<file path="src/rtl/snake.sv">
// Snake position engine: head coordinate, up to five trailing body segments and heading,
// advanced one grid cell per update tick with toroidal wrap, rotation and growth.
module snake #(
    parameter int GRID_W  = 64,
    parameter int GRID_H  = 48,
    parameter int START_X = 32,
    parameter int START_Y = 24
) (
    input  logic         clk,
    input  logic         start,
    input  logic         update,
    input  logic         rotL,
    input  logic         rotR,
    input  logic         grow,
    output logic [39:0]  head,
    output logic [199:0] body
);

    typedef enum logic [1:0] {
        DIR_RIGHT = 2'd0,
        DIR_DOWN  = 2'd1,
        DIR_LEFT  = 2'd2,
        DIR_UP    = 2'd3
    } dir_t;

    localparam logic [19:0] X_MAX    = 20'(GRID_W - 1);
    localparam logic [19:0] Y_MAX    = 20'(GRID_H - 1);
    localparam logic [19:0] X_START  = 20'(START_X);
    localparam logic [19:0] Y_START  = 20'(START_Y);
    localparam logic [39:0] SENTINEL = 40'hFF_FFFF_FFFF;
    localparam logic [2:0]  LEN_MAX  = 3'd5;
    localparam logic [2:0]  LEN_INIT = 3'd2;

    dir_t        dir_r,    dir_nxt_s,  dir_mv_s;
    logic [19:0] head_x_r, head_x_nxt_s, x_mv_s;
    logic [19:0] head_y_r, head_y_nxt_s, y_mv_s;
    logic [2:0]  len_r,    len_nxt_s,  len_mv_s;
    logic [39:0] seg_r     [5];
    logic [39:0] seg_nxt_s [5];
    logic [39:0] seg_mv_s  [5];

    // Candidate state for a move: rotate first, then step the head and shift the body.
    always_comb begin
        dir_mv_s = dir_r;
        x_mv_s   = head_x_r;
        y_mv_s   = head_y_r;
        len_mv_s = len_r;

        if (rotR && !rotL) begin
            dir_mv_s = dir_t'(dir_r + 2'd1);
        end else if (rotL && !rotR) begin
            dir_mv_s = dir_t'(dir_r - 2'd1);
        end else begin
            dir_mv_s = dir_r;
        end

        case (dir_mv_s)
            DIR_RIGHT: x_mv_s = (head_x_r == X_MAX) ? 20'd0 : head_x_r + 20'd1;
            DIR_LEFT:  x_mv_s = (head_x_r == 20'd0) ? X_MAX : head_x_r - 20'd1;
            DIR_DOWN:  y_mv_s = (head_y_r == Y_MAX) ? 20'd0 : head_y_r + 20'd1;
            DIR_UP:    y_mv_s = (head_y_r == 20'd0) ? Y_MAX : head_y_r - 20'd1;
            default: begin
                x_mv_s = head_x_r;
                y_mv_s = head_y_r;
            end
        endcase

        if (grow && (len_r < LEN_MAX)) begin
            len_mv_s = len_r + 3'd1;
        end else begin
            len_mv_s = len_r;
        end

        // Growing extends the valid range by one, so the old tail survives in seg[old len].
        seg_mv_s[0] = (len_mv_s > 3'd0) ? {head_x_r, head_y_r} : SENTINEL;
        for (int i = 1; i < 5; i++) begin
            seg_mv_s[i] = (3'(i) < len_mv_s) ? seg_r[i-1] : SENTINEL;
        end
    end

    // Next-state select: restart beats move, move beats hold.
    always_comb begin
        dir_nxt_s    = dir_r;
        head_x_nxt_s = head_x_r;
        head_y_nxt_s = head_y_r;
        len_nxt_s    = len_r;
        for (int i = 0; i < 5; i++) begin
            seg_nxt_s[i] = seg_r[i];
        end

        if (start) begin
            dir_nxt_s    = DIR_RIGHT;
            head_x_nxt_s = X_START;
            head_y_nxt_s = Y_START;
            len_nxt_s    = LEN_INIT;
            seg_nxt_s[0] = {X_START - 20'd1, Y_START};
            seg_nxt_s[1] = {X_START - 20'd2, Y_START};
            seg_nxt_s[2] = SENTINEL;
            seg_nxt_s[3] = SENTINEL;
            seg_nxt_s[4] = SENTINEL;
        end else if (update) begin
            dir_nxt_s    = dir_mv_s;
            head_x_nxt_s = x_mv_s;
            head_y_nxt_s = y_mv_s;
            len_nxt_s    = len_mv_s;
            for (int i = 0; i < 5; i++) begin
                seg_nxt_s[i] = seg_mv_s[i];
            end
        end else begin
            dir_nxt_s = dir_r;
        end
    end

    // State registers.
    always_ff @(posedge clk) begin
        dir_r    <= dir_nxt_s;
        head_x_r <= head_x_nxt_s;
        head_y_r <= head_y_nxt_s;
        len_r    <= len_nxt_s;
        for (int i = 0; i < 5; i++) begin
            seg_r[i] <= seg_nxt_s[i];
        end
    end

    // Flatten registered state onto the output buses.
    always_comb begin
        head = {head_x_r, head_y_r};
        body = {seg_r[4], seg_r[3], seg_r[2], seg_r[1], seg_r[0]};
    end

endmodule

</file>
<file path="config.mk">
export PLATFORM = sky130hd
export DESIGN_NAME = snake
export DESIGN_NICKNAME = d
export VERILOG_FILES = /design/src/rtl/snake.sv
export SDC_FILE = /design/constraint.sdc
export NUM_CORES = 1
export LEC_CHECK = 0
export CAP_MARGIN = 15
export CORE_MARGIN = 2
export CORE_UTILIZATION = 29
export DETAILED_ROUTE_END_ITERATION = 16
export GPL_TIMING_DRIVEN = 0
export PLACE_DENSITY_LB_ADDON = 0.1
export SYNTH_ARGS = -nofsm -noshare
export SYNTH_HDL_FRONTEND = slang
export SYNTH_SLANG_ARGS = --single-unit
</file>
<file path="constraint.sdc">
create_clock -name clk -period 5.1 [get_ports clk]
set_input_delay 1.02 -clock clk [delete_from_list [all_inputs] [get_ports clk]]
set_output_delay 1.02 -clock clk [all_outputs]
set_load 0.005 [all_outputs]
</file>
* Word level (Yosys, flattened, before mapping)
Memory sizes are Yosys's and may differ from the RTL's. Index checks and enable logic that the tools add are counted.
Operators by class: add/sub/neg operators 7, multipliers 0, divide/modulo/power cells 0, $lt $le $gt $ge 6, equal/unequal tests 5, shift operators 0, muxes and demuxes 16, bitwise operators 0, reduce and logical (&&, ||, !) cells 12
Operators by type and width (number):
- $mux 200 | 2
- $mux 40 | 5
- $mux 20 | 4
- $pmux 20 s2 | 2
- $add 20x1->20 const B | 2
- $eq 20x6->1 const B | 2
- $logic_not 20->1 | 2
- $sub 20x1->20 const B | 2
- $lt 2x3->1 const A | 2
- $eq 2x2->1 const B | 2
- $mux 2 | 2
- $reduce_and 2->1 | 2
- $reduce_bool 2->1 | 2
- $add 3x1->3 const B | 1
- $gt 3x1->1 const B | 1
- $logic_and 1x1->1 | 3
- $lt 1x3->1 const A | 1
- $lt 3x3->1 const A | 1
- $lt 3x3->1 const B | 1
- $mux 3 | 1
- $add 2x1->2 const B | 1
- $eq 2x1->1 const B | 1
- $logic_not 1->1 | 2
- $logic_not 2->1 | 1
- $sub 2x1->2 const B | 1
Storage, ports and cells: flip-flop bits (word level) 45, latch bits 0, RAM bits 200, memory bits (read-only) 0, bits of input ports 6, memories kept 1
Memory list:
- seg_r | depth 5, width 40, rd ports 5, clocked after memory_dff 0, write ports 5, line 38 | logic [39:0] seg_r [5];

* Longest topological paths before layout
word-level depth 7, mapped depth 10, gate-level depth less buffers 8

* Worst setup path before layout
Ideal clock, no wire load.
path type input port to flip-flop, start in rotR, end reg head_y_r[3], arrival time 2.656 ns, path slack 2.300 ns, stages 10, cells stage by stage clkbuf_1 -> or4b_1 -> o211a_1 -> buf_2 -> o31ai_1 -> buf_2 -> buf_2 -> a21oi_1 -> o21ai_1 -> o2111ai_1
On the way: cells in the longest elaborated chain, start to end 7
Ends and longest elaborated chain:
- start: declaration | line 13 | input logic rotR,
- $logic_not 1->1 | line 51 | end else if (rotL && !rotR) begin
- $logic_and 1x1->1 | line 51
- $mux 2 | line 51
- $mux 2 * | line 49 | if (rotR && !rotL) begin
- $eq 2x2->1 or $eq 2x1->1 (tied branches) | line 57 | case (dir_mv_s)
- $reduce_bool 2->1 (no source line)
- $reduce_and 2->1 (no source line)
- end signal: assignment | line 118 | head_y_r <= head_y_nxt_s;
- end: declaration | line 36 | logic [19:0] head_y_r, head_y_nxt_s, y_mv_s;
Every way passes the cells marked *; elsewhere a longest branch is shown, timed or not. A chain may end at the register's enable or synchronous reset.

==> PnR_summary.wiki <==
{| class="wikitable"
! Metric !! Value
|-
| Outcome || completed
|-
| Layout Nets || 1500
|-
| Sink count of the clock tree || 245
|-
| Crit-path leading delay family || buffers and inverters
|-
| Switching pwr || 1.25 mW
|-
| Post-synthesis to final-layout area growth || 37.9%
|-
| Switching part of the total power || 26.1%
|-
| Actual transition at the worst max-transition pin || 0.928 ns
|-
| Total number of vias || 10400
|-
| Die X-Extent || 194 um
|-
| Gr usage total || 20.5%
|-
| Average instance area after synthesis || 8.57 um^2
|-
| Placed wire-length estimate || 30200 um
|-
| Critical path cell sequence || clkdlybuf4s50_1 -> inv_1 -> clkbuf_1 -> clkbuf_1 -> clkbuf_1 -> nand2_1
|-
| Antenna violations before repair || 2
|-
| Max stage delay cell, worst path || sky130_fd_sc_hd__clkbuf_1
|-
| Global placer's final weighted congestion || 0.877
|-
| Share of flip-flops with an asynchronous set or reset after synthesis || 0%
|-
| VDD IR max || 0.176 mV
|-
| Max transition margin || 38.1%
|-
| Core box area || 35500 um^2
|-
| Commonest non-fill, non-tap cell in the layout || sky130_fd_sc_hd__dfxtp_1
|-
| Post-CTS Setup Bufs || 0
|-
| Number of top-level design ports || 246
|-
| Post-route non-filler standard cell count || 1969
|-
| Count of input and output buffers || 241
|-
| Crit path capture type || flip-flop
|-
| Unrepaired setup endpoints after global routing || false
|-
| Max Cap Violations || 0
|-
| First-pass GRT wire length || 61700 um
|-
| Number of buffers created by CTS || 28
|-
| Crit Path Class || input pin to flip-flop
|-
| Crit path required time || 5.49 ns
|-
| Final routed wirelength across all metal layers || 40000 um
|-
| Deepest level of the CTS H-tree || 1
|-
| Netlist Area Pre-Place || 10400 um^2
|-
| Count of antenna-violating nets left after detailed routing || 0
|-
| Max Fanout on Critical Path || 10
|-
| Worst Clk Skew || 0.00972 ns
|-
| DIE AREA || 37500 um^2
|-
| Via count of the first global-routing pass || 9923
|-
| Largest net degree at the start of global routing || 14
|-
| Number of cell rows || 69
|-
| Remaining Overflow, GRT || 0
|-
| Sequential cell area || 4900 um^2
|-
| Cell Int Power || 3.55 mW
|-
| Number of cells in the design after placement || 1918
|-
| 1st-pass router iterations || 7
|-
| Overall power of the completed layout || 4.80 mW
|-
| Clock tree from TritonCTS || yes
|-
| Wire per inst || 20.3 um
|-
| Quantity of hold-fixing buffers added after cts || 0
|-
| Relative contribution of combinational cells to total power || 13.2%
|-
| Leakage Power || 4.98 nW
|-
| Number of synthesis warnings || 0
|-
| Final-report max-slew violation count || 0
|-
| Syn nets || 1229
|-
| Fraction of final layout cells with drive strength greater than 1 || 7.63%
|-
| Total of fill cells in the finished design || 3611
|-
| Cell area power density || 334 nW/um^2
|-
| Register bit count reported by yosys || 245
|-
| Count of flip-flops with a built-in enable after synthesis || 0
|-
| WP data arrival || 3.62 ns
|-
| # resized after CTS || 0
|-
| Sequential-to-total area share from yosys stat || 47.1%
|-
| Setup-failing EPs final || 0
|-
| Final Hold Viols || 0
|-
| Hold Path Class || flip-flop to flip-flop
|-
| Register clock-pin slew on the reported worst setup and hold paths || 0.06 ns
|-
| Primary FF master, synth || sky130_fd_sc_hd__dfxtp_1
|-
| Commonest non-fill, non-tap cells in the layout || sky130_fd_sc_hd__dfxtp_1 (245), sky130_fd_sc_hd__clkdlybuf4s50_1 (241), sky130_fd_sc_hd__nand2_1 (172)
|-
| Buffer levels on the longest clock path || 3
|-
| Final worst path period need || 3.23 ns
|-
| Multi-input gate area in the final layout || 4940 um^2
|-
| Clock group share of total power || 43.2%
|-
| Gate count after technology mapping || 1216
|-
| Combined buffer and inverter count along the critical path || 5
|-
| Final worst path period share || 63.2%
|-
| Critical Path Start Type || input pin
|-
| Detailed-route DRC error count || 0
|-
| Most repeated library cell on the critical path || sky130_fd_sc_hd__clkbuf_1
|-
| Routed via count divided by cell count || 5.29
|-
| Sequential group share of total power || 43.6%
|-
| Sum Neg Setup Slack || 0 ns
|-
| Maximum cell stage delay along the critical path || 0.67 ns
|-
| Clock network latency to the later pin of the worst-skew pair || 0.54 ns
|-
| FMAX || 310 MHz
|-
| Die extent in y || 194 um
|-
| Initial Utilization || 29.4%
|-
| Initial DRC count || 735
|-
| Distinct cell type count of the synthesized netlist || 67
|-
| CTS Root Cell || sky130_fd_sc_hd__clkbuf_16
|}
==> metal layers <==
layer | part of all wire (%) | track usage (%) | vias to the layer above | wire length (um)
li1 | - | - | 5028 | -
met5 | 0.017 | 0 | - | 7
met3 | 5.8 | 3.52 | 49 | 2340
met1 | 46 | 27.8 | 4962 | 18400
met2 | 47 | 34.1 | 376 | 18600
met4 | 1.6 | 4.69 | 2 | 641
==> final timing paths <==
check / end / start / slack [ns] / cells past startpoint
max: seg_r[0][154] / start / 1.87 / 6
min: seg_r[0][172] / seg_r[0][172] / 0.48 / 2
max reg2reg: head_y_r[11] / head_y_r[0] / 2.15 / 9
min reg2reg: seg_r[0][172] / seg_r[0][172] / 0.48 / 2
==> area by class of cell <==
cell class	count	share of cell area [%]
Antenna cell	1	0.0174
Inverter	17	0.444
Clock buffer	41	5.78
Tap cell	461	4.01
Sequential cell	245	34.1
Clock inverter	9	0.888
Buffer	124	3.58
Multi-Input combinational cell	830	34.4
Timing Repair Buffer	241	16.8
==> stage by stage <==
stage | cell area (um^2) | hold WS [ns] | setup slack [ns] | util (%)
finish | 14400 | 0.479 | 1.87 | 40.5
global route | 14400 | 0.497 | 1.74 | 40.5
CTS | 14400 | 0.482 | 1.82 | 40.5
detailed placement | 13400 | 0.466 | 1.28 | 37.8
global placement | 13400 | 0.463 | 1.29 | 37.8
floorplan | 10400 | 0.476 | 2.30 | -
==> power groups by stage <==
stage / combinational (mW) / clock, mW / sequential [mW]
floorplan: 0.333 / 0 / 2.10
global placement: 0.630 / 0 / 2.13
detailed placement: 0.631 / 0 / 2.13
CTS: 0.634 / 2.12 / 2.09
global route: 0.687 / 2.21 / 2.10
finish: 0.631 / 2.07 / 2.09
==> synth_stat cells (all sizes together), types with 9 or more instances <==
cell,instances,share of area [%]
o221a,35,3.8
o22ai,135,8.1
clkbuf,100,3.6
buf,24,1.3
nand2,172,6.2
nor4,14,1.4
nand3,28,1.3
nor3,34,1.6
o21ai,41,2.0
dfxtp,245,47
xnor2,10,0.84
inv,17,0.61
nand4,10,0.60
and3,10,0.61
and4,9,0.76
a211oi,42,3.0
a21oi,31,1.5
nor2,123,4.4
nor3b,9,0.65
==> state kept, by name, summed over array words and instances, names as in the netlist <==
| register | cells |
|---|---|
| head_y_r | 20 |
| len_r | 3 |
| seg_r | 200 |
| dir_r | 2 |
| head_x_r | 20 |
==> cells by family (layout without fill, tap and decap cells) <==
group / after synthesis / count (layout) / synth area share (%)
AND/OR/NAND/NOR: 447 / 447 / 20.4
AO/OA/AOI/OAI: 353 / 353 / 24.0
flip-flops: 245 / 245 / 47.1
buffers and inverters: 141 / 432 / 5.55
XOR/XNOR: 19 / 19 / 1.74
adder cells (fa/ha/maj): 7 / 7 / 0.840
multiplexers: 4 / 4 / 0.420
other: 0 / 1 / 0
==> tightest hold or removal path: cells and delay by family, from the launching register on <==
family | cells | cell delay (ns)
AO/OA/AOI/OAI | 1 | 0.07
flip-flops | 1 | 0.32
AND/OR/NAND/NOR | 1 | 0.05
No activity file was read; power rests on OpenSTA's default activity.
==> variant 1, RTL diff (same flow settings) <==
Set the parameter `GRID_H` to 24 (it was 48).
--- a/src/rtl/snake.sv
+++ b/src/rtl/snake.sv
@@ -2,7 +2,7 @@
 // advanced one grid cell per update tick with toroidal wrap, rotation and growth.
 module snake #(
     parameter int GRID_W  = 64,
-    parameter int GRID_H  = 48,
+    parameter int GRID_H  = 24,
     parameter int START_X = 32,
     parameter int START_Y = 24
 ) (
Check against the original RTL: not equivalent (Yosys sat finds a counterexample within 4 cycles, from zero or initial values).
==> variant 1 against the original RTL <==
  * Register-to-register slack better by 0.02 ns
  * Sequential power hardly changed
  * Cell area is 0.51% higher
  * First-iteration DRC count is 6.8% lower
  * Synthesized cell count is 0.16% lower
  * Wire length is 0.76% higher
  * Area after synthesis is 0.16% higher
  * Utilization is 0.21 points higher
  * Clock power is 6% higher
  * Power is 3.1% higher
  * Setup slack better by 0.25 ns
  * Sequential cell count stayed put
==> variant 1: results (changes against the original RTL) <==
Outcome: finished, final reports clean
Clk_skew: 0.00947 ns (-0.000253 ns)
Synth Area in Adders: 0.00839 (-0.0000131)
Crit path from: update
Syn nets: 1227 (-0.16%)
Met3 GRT Util: 0.0332 (-0.00199)
Avg Vias per Cell: 5.28 (-0.11%)
Post-place setup slack: 1.56 ns (+0.279 ns)
HPWL Detailed: 30200 µm (+0.14%)
Total track usage: 0.205 (-0.000775)
Met1 usage: 0.276 (-0.00177)
DR top layer: met4
Post-DR wirelength/cell: 20.5 µm (+0.76%)
Leak: 5.04 nW (+1.1%)
Post-DP Area: 13400 µm² (about the same)
Sequential area share after synthesis: 0.470 (-0.000733)
Met1 WL: 18300 µm (-0.28%)
Layout cell share with drive strength beyond 1: 0.0850 (+0.00868)
Synth Area in XOR/XNOR: 0.0165 (-0.000866)
# nets final: 1497 (-0.20%)
Mean post-synth cell area: 8.60 µm² (+0.32%)
Largest net degree at the start of global routing: 15 (+1)
Largest stage delay, worst path: 0.70 ns (+0.03 ns)
Fill count: 3590 (-0.58%)
Iteration-0 DRC Markers: 685 (-6.8%)
RD Place Congestion: 0.889 (+1.3%)
PD cells: 342 nW/µm² (+2.6%)
Peak VDD IR: 245 µV (+39%)
Arrival time worst endpoint: 3.46 ns (-0.16 ns)
## variant 1: final timing paths
path	endpoint	slack, ns	cells past startpoint
worst max-delay path	seg_r[0][163]	2.13	6
worst min register to register	seg_r[0][171]	0.48	2
worst min-delay path	seg_r[0][171]	0.48	2
worst max register to register	head_x_r[18]	2.17	9
## variant 1: cell families after synthesis
logic type,after synthesis
flops,245
compound gates,345
xor+xnor,18
buf+inv,142
fa+ha+maj,7
simple gates,453
mux,4
## variant 1: worst min-delay path: stages (launching register included)
cell	delay (ns)
dfxtp_1	0.32
o22ai_1	0.07
nand2_1	0.06
## variant 1: report_power, final
part | switching (W) | internal (W)
logic | 0.000372 | 0.000283
clock network | 0.000848 | 0.00135
registers | 0.0000921 | 0.00200
## variant 1: layout make-up
cell class	count	area share
buffer	126	0.0376
timing repair buffer	240	0.166
multi-input combinational	827	0.341
antenna	2	0.000346
tap	461	0.0399
inverter	16	0.00416
clock buffer	35	0.0545
clock inverter	17	0.0164
sequential	245	0.340
==> variant 2, RTL diff (config.mk and constraints unchanged) <==
Without the edit above. Register the inputs `start`, `update`, `rotL`, `rotR` and `grow` before use, without a reset. The logic sees them one clock later.
--- a/src/rtl/snake.sv
+++ b/src/rtl/snake.sv
@@ -31,6 +31,20 @@
     localparam logic [2:0]  LEN_MAX  = 3'd5;
     localparam logic [2:0]  LEN_INIT = 3'd2;
 
+    logic start_q;
+    logic update_q;
+    logic rotL_q;
+    logic rotR_q;
+    logic grow_q;
+
+    always_ff @(posedge clk) begin
+        start_q  <= start;
+        update_q <= update;
+        rotL_q   <= rotL;
+        rotR_q   <= rotR;
+        grow_q   <= grow;
+    end
+
     dir_t        dir_r,    dir_nxt_s,  dir_mv_s;
     logic [19:0] head_x_r, head_x_nxt_s, x_mv_s;
     logic [19:0] head_y_r, head_y_nxt_s, y_mv_s;
@@ -46,9 +60,9 @@
         y_mv_s   = head_y_r;
         len_mv_s = len_r;
 
-        if (rotR && !rotL) begin
+        if (rotR_q && !rotL_q) begin
             dir_mv_s = dir_t'(dir_r + 2'd1);
-        end else if (rotL && !rotR) begin
+        end else if (rotL_q && !rotR_q) begin
             dir_mv_s = dir_t'(dir_r - 2'd1);
         end else begin
             dir_mv_s = dir_r;
@@ -65,7 +79,7 @@
             end
         endcase
 
-        if (grow && (len_r < LEN_MAX)) begin
+        if (grow_q && (len_r < LEN_MAX)) begin
             len_mv_s = len_r + 3'd1;
         end else begin
             len_mv_s = len_r;
@@ -88,7 +102,7 @@
             seg_nxt_s[i] = seg_r[i];
         end
 
-        if (start) begin
+        if (start_q) begin
             dir_nxt_s    = DIR_RIGHT;
             head_x_nxt_s = X_START;
             head_y_nxt_s = Y_START;
@@ -98,7 +112,7 @@
             seg_nxt_s[2] = SENTINEL;
             seg_nxt_s[3] = SENTINEL;
             seg_nxt_s[4] = SENTINEL;
-        end else if (update) begin
+        end else if (update_q) begin
             dir_nxt_s    = dir_mv_s;
             head_x_nxt_s = x_mv_s;
             head_y_nxt_s = y_mv_s;
Check against the original RTL: not equivalent (a bounded check fails within 4 cycles, from zero or initial values).
==> variant 2 against the original RTL <==
  * Final cell count is 0.46% higher
  * Via count is 0.59% higher
  * Power is 0.71% higher
  * Setup slack better by 0.21 ns
  * Sequential cell count is 5 higher
  * Area after synthesis is 0.96% higher
  * Non-clock buffer count is 4 higher
  * Wire length hardly changed
  * Sequential share of layout area is 0.39 points higher
  * Cell area is 0.88% higher
  * Critical path depth is 3 higher
  * Fmax is 6.9% higher
==> variant 2: results (changes against the original RTL) <==
Outcome: finished, final reports clean
Setup bufs post-CTS: 0 (unchanged)
Total track usage: 0.206 (+0.000799)
Drt drc: 0 (unchanged)
Met3 GRT Util: 0.0321 (-0.00311)
Vias: 10500 (+0.59%)
Largest stage delay, worst path: 0.55 ns (-0.12 ns)
Arrival time worst endpoint: 3.43 ns (-0.19 ns)
Met3 wire length: 2540 µm (+8.6%)
Clk root buf: clkbuf_16
Mean post-synth cell area: 8.62 µm² (+0.55%)
Largest net degree at the start of global routing: 15 (+1)
Fill count: 3650 (+1.1%)
Slew headroom: 0.359 (-0.0228)
Avg Vias per Cell: 5.30 (+0.13%)
TritonCTS Buffers: 29 (+3.6%)
Post_cts resized: 0 (unchanged)
Post-placement cell count: 1927 (+0.47%)
Post-synth top cells: dfxtp_1, nand2_1, o22ai_1
Global-route wire length before repair: 62000 µm (+0.51%)
Met1 usage: 0.285 (+0.00672)
HP Start: seg_r[0][189]
Fraction of area in registers: 0.345 (+0.00393)
Met1 WL: 18400 µm (-0.21%)
Antenna violations before repair: 0 (-2)
Post-DP Area: 13600 µm² (+1.0%)
DRT Pass-1 Iters: 5 (-2)
Clock-cell share: 0.0653 (-0.00136)
Clock buf count: 43 (+4.9%)
WS Path Type: flop to flop
Syn nets: 1234 (+0.41%)
Reg2Reg Setup Slack: 2.08 ns (-0.07 ns)
CP max stage cell: dfxtp_1
Signal buf overhead: 0.205 (+0.000986)
N_diodes: 0 (-1)
Grt met2 use: 0.338 (-0.00289)
CTS HTree Levels: 1 (unchanged)
Worst hold endpoint: seg_r[0][189]
Iteration-0 DRC Markers: 823 (+12%)
RD Place Congestion: 0.886 (+0.97%)
Leak: 5.04 nW (+1.1%)
Layout cell share with drive strength beyond 1: 0.0758 (-0.000503)
Non-CTS buffers: 369 (+1.1%)
Post-DR wirelength/cell: 20.2 µm (-0.41%)
Sequential area share after synthesis: 0.476 (+0.00504)
IO buf count: 245 (+1.7%)
Family with the most delay on the worst path: simple AND/OR/NAND/NOR gates
Top cells by area, synth: dfxtp_1, o22ai_1, nand2_1
Regs by FF count: seg_r (200), head_x_r (20), head_y_r (20)
Peak VDD IR: 193 µV (+9.8%)
Vias in the first global route: 9977 (+0.54%)
Sequential Area: 5000 µm² (+2.0%)
Synth Register Bits: 250 (+2.0%)
# nets final: 1510 (+0.67%)
Clk_skew: 0.0155 ns (+0.00576 ns)
Met2 wire length: 18300 µm (-1.5%)
variant 2: cell count changes after synthesis, sizes merged:
cell,change
dfxtp,+5
variant 2: logic make-up after synthesis:
kind of cell | count (synthesis) | synth area share
AO/OA/AOI/OAI | 353 | 0.237
XOR/XNOR | 19 | 0.0172
adder cells (fa/ha/maj) | 7 | 0.00832
buffers and inverters | 141 | 0.0549
flip-flops | 250 | 0.476
multiplexers | 4 | 0.00416
AND/OR/NAND/NOR | 447 | 0.202
variant 2: stage by stage:
step	worst slack, ns	total power (W)	hold WS [ns]
2_1_floorplan	2.76	0.00248	0.476
3_3_place_gp	2.13	0.00281	0.462
3_5_place_dp	2.17	0.00281	0.467
4_1_cts	2.14	0.00488	0.481
5_1_grt	1.86	0.00503	0.505
6_report	2.08	0.00483	0.480
variant 2: power by group:
part	switching [W]	internal [W]	leakage, nW	total, W
Sequential	0.0000953	0.00204	2.04	0.00213
Clock	0.000821	0.00124	0.461	0.00206
Combinational	0.000354	0.000280	2.54	0.000634
